File: src/rtl/pipelined_mem_arbiter_pkg.sv
// Shared definitions for the instruction/data memory-port arbiter.
package pipelined_mem_arbiter_pkg;

  typedef enum logic [1:0] {
    IDLE,
    REQ,
    WAIT
  } arb_state_t;

  typedef enum logic {
    OWN_IF,
    OWN_D
  } arb_owner_t;

  // Fetches and loads always move a full word.
  localparam logic [3:0] BYTEEN_WORD = 4'b1111;

endpackage

File: src/rtl/mem_arb_starve_counter.sv
// Saturating count of arbitrations lost by instruction fetch; at_limit_o
// tells the arbiter to hand the next grant to fetch.
module mem_arb_starve_counter #(
  parameter int unsigned Limit = 4
) (
  input  logic clk_i,
  input  logic rst_ni,
  input  logic inc_i,
  input  logic clr_i,
  output logic at_limit_o
);

  localparam int unsigned CntW = (Limit < 1) ? 1 : $clog2(Limit + 1);
  localparam logic [CntW-1:0] LimitVal = CntW'(Limit);

  logic [CntW-1:0] cnt_q, cnt_d;

  // Clear wins over increment; increments stop at the limit.
  always_comb begin
    cnt_d = cnt_q;
    if (clr_i) begin
      cnt_d = '0;
    end else if (inc_i && (cnt_q != LimitVal)) begin
      cnt_d = cnt_q + 1'b1;
    end
  end

  // Counter register.
  always_ff @(posedge clk_i or negedge rst_ni) begin
    if (!rst_ni) begin
      cnt_q <= '0;
    end else begin
      cnt_q <= cnt_d;
    end
  end

  assign at_limit_o = (cnt_q == LimitVal);

endmodule

File: src/rtl/pipelined_mem_arbiter.sv
// Shares one external memory port between instruction fetch and the data
// stage. One transaction is outstanding at a time: IDLE arbitrates and
// captures the request, REQ presents it until granted, WAIT returns the
// response to its owner.
module pipelined_mem_arbiter
  import pipelined_mem_arbiter_pkg::*;
#(
  parameter int unsigned WIDTH        = 32,
  parameter int unsigned STARVE_LIMIT = 4
) (
  input  logic             i_clk,
  input  logic             i_reset_n,
  // Instruction fetch
  input  logic             i_if_req,
  input  logic [WIDTH-1:0] i_if_addr,
  input  logic             i_if_flush,
  output logic [WIDTH-1:0] o_if_rdata,
  output logic             o_if_rvalid,
  output logic             o_if_stall,
  // Data access
  input  logic             i_d_req,
  input  logic             i_d_we,
  input  logic [WIDTH-1:0] i_d_addr,
  input  logic [WIDTH-1:0] i_d_wdata,
  input  logic [3:0]       i_d_byteen,
  output logic [WIDTH-1:0] o_d_rdata,
  output logic             o_d_rvalid,
  output logic             o_d_stall,
  // Memory port
  output logic             o_mem_req,
  output logic             o_mem_we,
  output logic [WIDTH-1:0] o_mem_addr,
  output logic [WIDTH-1:0] o_mem_wdata,
  output logic [3:0]       o_mem_byteen,
  input  logic             i_mem_gnt,
  input  logic             i_mem_rvalid,
  input  logic [WIDTH-1:0] i_mem_rdata
);

  arb_state_t       state_q, state_d;
  arb_owner_t       owner_q, owner_d;
  logic             we_q, we_d;
  logic [WIDTH-1:0] addr_q, addr_d;
  logic [WIDTH-1:0] wdata_q, wdata_d;
  logic [3:0]       byteen_q, byteen_d;
  logic             discard_q, discard_d;

  logic if_valid;
  logic if_pick;
  logic d_pick;
  logic starve_inc;
  logic starve_clr;
  logic starve_at_limit;
  logic rsp_fire;

  // A fetch being redirected in the same cycle is not worth starting.
  assign if_valid = i_if_req && !i_if_flush;

  // IDLE arbitration: data first, unless fetch has lost too often in a row.
  always_comb begin
    if_pick = 1'b0;
    d_pick  = 1'b0;
    if (state_q == IDLE) begin
      if (if_valid && (starve_at_limit || !i_d_req)) begin
        if_pick = 1'b1;
      end else if (i_d_req) begin
        d_pick = 1'b1;
      end
    end
  end

  assign starve_inc = d_pick && if_valid;
  assign starve_clr = if_pick;

  mem_arb_starve_counter #(
    .Limit (STARVE_LIMIT)
  ) u_starve_counter (
    .clk_i      (i_clk),
    .rst_ni     (i_reset_n),
    .inc_i      (starve_inc),
    .clr_i      (starve_clr),
    .at_limit_o (starve_at_limit)
  );

  // Next-state logic and request capture.
  always_comb begin
    state_d   = state_q;
    owner_d   = owner_q;
    we_d      = we_q;
    addr_d    = addr_q;
    wdata_d   = wdata_q;
    byteen_d  = byteen_q;
    discard_d = discard_q;
    unique case (state_q)
      IDLE: begin
        discard_d = 1'b0;
        if (if_pick) begin
          owner_d  = OWN_IF;
          we_d     = 1'b0;
          addr_d   = i_if_addr;
          wdata_d  = '0;
          byteen_d = BYTEEN_WORD;
          state_d  = REQ;
        end else if (d_pick) begin
          owner_d  = OWN_D;
          we_d     = i_d_we;
          addr_d   = i_d_addr;
          wdata_d  = i_d_wdata;
          byteen_d = i_d_we ? i_d_byteen : BYTEEN_WORD;
          state_d  = REQ;
        end
      end
      REQ: begin
        if (i_mem_gnt) begin
          state_d = WAIT;
          // Accepted by memory already: let it finish, but drop the data.
          if ((owner_q == OWN_IF) && i_if_flush) begin
            discard_d = 1'b1;
          end
        end else if ((owner_q == OWN_IF) && i_if_flush) begin
          state_d = IDLE;
        end
      end
      WAIT: begin
        if (i_mem_rvalid) begin
          state_d   = IDLE;
          discard_d = 1'b0;
        end else if ((owner_q == OWN_IF) && i_if_flush) begin
          discard_d = 1'b1;
        end
      end
      default: begin
        state_d = IDLE;
      end
    endcase
  end

  // State and captured-request registers.
  always_ff @(posedge i_clk or negedge i_reset_n) begin
    if (!i_reset_n) begin
      state_q   <= IDLE;
      owner_q   <= OWN_IF;
      we_q      <= 1'b0;
      addr_q    <= '0;
      wdata_q   <= '0;
      byteen_q  <= '0;
      discard_q <= 1'b0;
    end else begin
      state_q   <= state_d;
      owner_q   <= owner_d;
      we_q      <= we_d;
      addr_q    <= addr_d;
      wdata_q   <= wdata_d;
      byteen_q  <= byteen_d;
      discard_q <= discard_d;
    end
  end

  assign rsp_fire = (state_q == WAIT) && i_mem_rvalid;

  // Memory port is only driven while a request is being presented; response
  // data passes straight through to the owner. A flush arriving together
  // with the fetch response also cancels it.
  always_comb begin
    o_mem_req    = (state_q == REQ);
    o_mem_we     = o_mem_req && we_q;
    o_mem_addr   = o_mem_req ? addr_q : '0;
    o_mem_wdata  = o_mem_req ? wdata_q : '0;
    o_mem_byteen = o_mem_req ? byteen_q : '0;

    o_if_rvalid  = rsp_fire && (owner_q == OWN_IF) && !discard_q && !i_if_flush;
    o_d_rvalid   = rsp_fire && (owner_q == OWN_D);
    o_if_rdata   = o_if_rvalid ? i_mem_rdata : '0;
    o_d_rdata    = (o_d_rvalid && !we_q) ? i_mem_rdata : '0;

    o_if_stall   = i_if_req && !o_if_rvalid;
    o_d_stall    = i_d_req && !o_d_rvalid;
  end

endmodule

File: config.mk
export PLATFORM = sky130hd
export DESIGN_NAME = pipelined_mem_arbiter
export DESIGN_NICKNAME = d
export VERILOG_FILES = /design/src/rtl/pipelined_mem_arbiter_pkg.sv /design/src/rtl/mem_arb_starve_counter.sv /design/src/rtl/pipelined_mem_arbiter.sv
export SDC_FILE = /design/constraint.sdc
export NUM_CORES = 1
export LEC_CHECK = 0
export ABC_AREA = 0
export BUFFER_PORTS_ARGS = -buffer_cell sky130_fd_sc_hd__buf_2
export CAP_MARGIN = 30
export CORE_UTILIZATION = 35
export DETAILED_ROUTE_END_ITERATION = 16
export PLACE_DENSITY = 0.7
export SETUP_SLACK_MARGIN = 0.15
export SLEW_MARGIN = 20
export SYNTH_ARGS = -nofsm -noshare
export SYNTH_HDL_FRONTEND = slang
export SYNTH_SLANG_ARGS = --single-unit
File: constraint.sdc
create_clock -name i_clk -period 3.1 [get_ports i_clk]
set_input_delay 0.31 -clock i_clk [delete_from_list [all_inputs] [get_ports i_clk]]
set_output_delay 0.31 -clock i_clk [all_outputs]
set_load 0.05 [all_outputs]
[Yosys cells after proc, flatten, opt, wreduce, memory -nomap -nowiden]
Index checks and enable logic that the tools add are counted.
Word-level totals
  latch bits: 0
  memory bits (writable): 0
  memories: 0
  logic and storage cells: 79
  ROM bits: 0
  output and inout port bits: 138
  register bits after elaboration: 76
Operators by class
  magnitude comparators: 0
  multiplexer cells: 33
  divide/modulo/power cells: 0
  $add $sub $neg: 1
  multiply operators: 0
  shift-type cells: 0
  equality and inequality tests: 8
  bitwise gates (word level): 1
  reduce and logical (&&, ||, !) cells: 28
Operators by type and width (number)
  two-way mux 32 bit: 8
  two-way mux 4 bit: 4
  logical AND 1 bit: 14
  two-way mux 1 bit: 12
  two-way mux 2 bit: 5
  logical NOT 1 bit: 6
  two-way mux 3 bit: 2
  inequality test 3 bit, second input constant: 2
  case mux 2 bit (3 select lines): 1
  AND reduction 2 bit: 2
  nonzero test 2 bit: 2
  adder 3 x 1 -> 3 bit, second input constant: 1
  == test 3 bit, second input constant: 1
  inequality test 3 x 1 -> 1 bit, second input constant: 1
  case mux 1 bit (3 select lines): 1
  AND reduction 3 bit: 1
  nonzero test 3 bit: 1
  == test 2 x 1 -> 1 bit, second input constant: 1
  == test 2 bit, second input constant: 1
  logical NOT 2 bit: 1
  inequality test 2 x 1 -> 1 bit, second input constant: 1
  inequality test 2 bit, second input constant: 1
  logical OR 1 bit: 1
  inverter 1 bit: 1

[Logic depth before layout (Yosys ltp)]
  depth in word-level cells: 9
  gate-level depth with buffers: 6
  gate-level depth less buffers: 5

[Hierarchy]
A second synthesis with hierarchy kept.
Unflattened totals
  cell total of the unflattened synthesis: 464
  area total of the unflattened synthesis: 4302.9 sq um
Modules (own cells, without submodules)
  pipelined_mem_arbiter: cells an instance 446, area each 4105.2 sq um, instances 1, sequential area each 1826.8 sq um
  mem_arb_starve_counter: cells an instance 18, area each 197.7 sq um, instances 1, sequential area each 75.1 sq um

[Least setup slack after synthesis]
No wires, ideal clock.
  path kind: register to output
  start point: register state_q[0]
  end point: output port o_d_rdata[22]
  setup slack: 0.665 ns
  arrival time: 2.125 ns
  required time: 2.790 ns
  cell stages (with the launch flop): 7
  path buffers: 2
  path through: dfrtp_1 inv_1 ha_1 and3_1 clkbuf_1 clkbuf_1 and3_1
Between the ends
  longest elaborated chain between the ends: 5
Ends and longest elaborated chain
  start, declared: line pipelined_mem_arbiter.sv:40  | arb_state_t state_q, state_d;
  start signal, assigned: line pipelined_mem_arbiter.sv:149  | state_q <= state_d;
  == test 2 bit: line pipelined_mem_arbiter.sv:159  | assign rsp_fire = (state_q == WAIT) && i_mem_rvalid;
  logical AND 1 bit: line pipelined_mem_arbiter.sv:159
  logical AND 1 bit: line pipelined_mem_arbiter.sv:172  | o_d_rvalid = rsp_fire && (owner_q == OWN_D);
  named net o_d_rvalid: line pipelined_mem_arbiter.sv:27  | output logic o_d_rvalid,
  logical AND 1 bit: line pipelined_mem_arbiter.sv:174  | o_d_rdata = (o_d_rvalid && !we_q) ? i_mem_rdata : '0;
  two-way mux 32 bit: line pipelined_mem_arbiter.sv:174
  end, declared: line pipelined_mem_arbiter.sv:26  | output logic [WIDTH-1:0] o_d_rdata,
The timed path passes the listed nets, and every way through them passes these cells.

[Worst setup path after layout]
  start point: register state_q[0]
  end point: output port o_d_rdata[1]
Between the ends
  longest elaborated chain between the ends: 5
Ends and longest elaborated chain (line)
  == test 2 bit: pipelined_mem_arbiter.sv:159
  logical AND 1 bit: pipelined_mem_arbiter.sv:159
  logical AND 1 bit: pipelined_mem_arbiter.sv:172
  logical AND 1 bit: pipelined_mem_arbiter.sv:174
  two-way mux 32 bit: pipelined_mem_arbiter.sv:174
Every way passes these cells.

==> summary.txt <==
Outcome
  • Outcome: completed

Clock network
  • Post-CTS Setup Bufs: 0
  • Root buf cell: clkbuf_16
  • TritonCTS clock tree: done
  • H-tree levels: 3
  • CTS Buf Count: 9
  • Clock-pin slew on the worst setup and hold paths: 0.06 ns
  • Clk sinks: 76
  • Clk_lat worst skew: between 0.3 and 0.4 ns
  • Longest Clk Path Bufs: 2

GRT
  • Largest net degree at the start of global routing: 77
  • Initial antenna violation count: 0
  • Global Route Usage Sum: about a fifth
  • Vias in the first global route: between 3,000 and 4,000
  • Grt ovf: 0
  • First-pass GRT wire length: around 19 mm

Yosys
  • Synth warn: 0
  • Yosys reg bits: 76
  • Post-Syn Instances: slightly below 400
  • Main combinational cell family by area after synthesis: simple AND/OR/NAND/NOR gates
  • Count leader, synth: and2_1
  • Count of cell types in the netlist: 31
  • Syn avg cell area: between 10 and 15 sq um
  • Simple-Gate Fraction of Synth Area: 22.5%
  • Number of synthesized flops with an enable pin: 0
  • Syn nets: around 540
  • Ranking of synthesized cells by area: dfrtp_1 44%, mux2_2 17%, and2_1 15%
  • Mux cell area share after synthesis: approximately 17%
  • Adder and majority gate portion of the synthesized area: between 2 and 2.5%
  • Register area share after synthesis: 44.1%
  • Synth async-reset ratio: 100%
  • Post-Synth XOR/XNOR Area: 0%
  • Yosys top cell area share: between 40 and 50%
  • Ys flop type: dfrtp_1
  • Synth Area in Compound Gates: around 10%
  • Synthesized area: between 4000 and 5000 sq um
  • Most instantiated cells after synthesis: 103 x and2_1, 76 x dfrtp_1, 65 x mux2_2, 33 x and3_1, 32 x a22o_1
  • Dominant cell type by area after synthesis: dfrtp_1

Drt
  • Post-detailed-route count of antenna-violating nets: 0
  • Vias/cell: a little under 5
  • DRC violation count after routing: 0
  • Avg WL per Cell: between 15 and 20 um
  • Pre-antenna DRT Iters: 4
  • Initial DRC Count: ~180
  • DR vias: approximately 4,000
  • Routed WL: 12.8 mm

Worst setup path
  • Critical Path AT: 2.32 ns
  • CP endpoint kind: output port
  • Largest fanout on the critical path: 34
  • Startpoint types: flop
  • Critical path class: reg -> out
  • CP required: 2.79 ns

Die
  • I/O pin count: approximately 280
  • Die width: between 100 and 150 um
  • Die ar.: about 13,000 sq um
  • Core Area: between 10,000 and 15,000 sq um
  • Vert. Die Dim: roughly 110 um
  • Core Rows: 40
  • Starting Density: between 30% and 40%

STA
  • RSZ-0062 raised after global routing: false
  • Final hold vios: 0
  • Measured slew at the worst slew-check pin: about 0.84 ns
  • Final Max Slew Viols: 0
  • Final Setup Violations: 0
  • Final setup TNS: 0 ns
  • Layout Skew: 0.00539 ns
  • Max frequency: 381 MHz
  • Crit share post-route: between 80% and 90%
  • Slew HR: 44.3%
  • Post-layout minimum cycle time: approximately 2.6 ns

Flow run
  • Max-cap violations: 0

Placed design
  • Buffers on Ports: 277
  • GPL Wtd Cong: about 0.83
  • Hpwl dp: ~9.5 mm

Final layout
  • Area delta synth->final: 41.7%
  • Nets@finish: 807
  • ANT cells: 0
  • Share of cells above drive strength 1: a little under three fifths
  • Fillers: 1,115

Pwr
  • PwrDens: 1030 nW/um^2
  • Worst vdd ir: between 0.0006 and 0.0007 V
  • Final Power: between 6000 and 7000 uW
  • Leak pwr: between 0.003 and 0.004 uW

Hold path
  • HP Class: in -> reg
[layout make-up]
class,instances,area (sq um),share of cell area (%)
Multi-Input combinational cell,282,2250,36.8
Sequential cell,76,1900,31.1
Timing Repair Buffer,285,1460,24.0
Clock buffer,12,267,4.36
Tap cell,147,184,3.01
Clock inverter,4,22.5,0.369
Inverter,6,22.5,0.369
[worst max-delay path: stages, from the launching register on]
cell and delay (ns):
dfrtp_1 0.41, inv_1 0.14, ha_1 0.20, and3_1 0.72, and3_1 0.25, buf_2 0.27
[cells by family after synthesis]
| kind of cell | Yosys count |
|---|---|
| fa+ha+maj | 7 |
| simple gates | 156 |
| buf+inv | 38 |
| compound gates | 53 |
| flops | 76 |
| mux | 66 |
[power by group]
group          internal, uW  leakage, uW  switching (uW)
clock                   603     0.000144             397
combinational          1210      0.00236            2380
sequential             1460     0.000921             237
total                  3280      0.00343            3010
[registers in the layout, indices dropped and copies added, names as in the netlist]
signal,count
state_q,2
we_q,1
wdata_q,32
addr_q,32
byteen_q,4
discard_q,1
u_starve_counter.cnt_q,3
owner_q,1
[per-stage QoR]
step	std cells	cell area (sq um)	setup WS [ns]	util, %	hold slack, ns
3_5_place_dp	794	5790	0.820	48.2	0.470
4_1_cts	810	6080	0.461	50.6	0.174
2_1_floorplan	396	4310	0.665	-	0.0144
6_report	812	6110	0.472	50.9	0.201
5_1_grt	812	6110	0.320	50.9	0.191
3_3_place_gp	794	5790	0.960	48.2	0.469
[per-layer routing]
layer / vias to the layer above / global-route usage, % / wire, um
met5: - / 0 / 0
met4: 0 / 7.54 / 251
met3: 18 / 5.09 / 845
met2: 164 / 36.0 / 6590
met1: 1901 / 21.6 / 5120
li1: 1902 / - / -
[path summary, 6_finish.rpt]
path	startpoint	to	slack (ns)	cells past startpoint
min in group asynchronous	i_reset_n	addr_q[2]$_DFFE_PN0P_	0.48	2
worst max-delay path	state_q[0]$_DFFE_PN0P_	o_d_rdata[1]	0.47	5
worst min register to register	byteen_q[3]$_DFFE_PN0P_	byteen_q[3]$_DFFE_PN0P_	0.49	1
max in group asynchronous	i_reset_n	wdata_q[18]$_DFFE_PN0P_	2.03	3
worst min-delay path	i_d_wdata[7]	wdata_q[7]$_DFFE_PN0P_	0.20	2
worst max register to register	state_q[0]$_DFFE_PN0P_	addr_q[21]$_DFFE_PN0P_	0.95	6
[cell usage in the layout, fill, tap and decap left out]
cell type	instances
buf_2	276
and2_1	103
dfrtp_1	76
mux2_2	65
and3_1	33
a22o_1	32
clkbuf_16	9
buf_4	7
inv_1	6
nor2b_1	6
ha_1	6
o22a_1	4
nand2_1	3
nand4_1	3
o31ai_1	3
a21oi_1	3
nor2_1	3
clkbuf_8	3
clkinv_2	3
nand2b_1	2
o21ai_0	2
nor4_2	1
o211ai_1	1
o21a_1	1
a221oi_1	1
a21boi_1	1
nor3_4	1
mux2i_1	1
a221o_1	1
a32o_1	1
a21oi_2	1
o21ai_2	1
nor3_1	1
a2bb2oi_1	1
ha_2	1
clkinvlp_4	1
dlygate4sd3_1	1
buf_12	1
[what timing repair did]
item / CTS / global route
resized for setup: 0 / 0
hold buffers: 0 / 1
endpoints found under the hold margin: 0 / 34
Note: power is estimated with default switching activity, not from simulation.
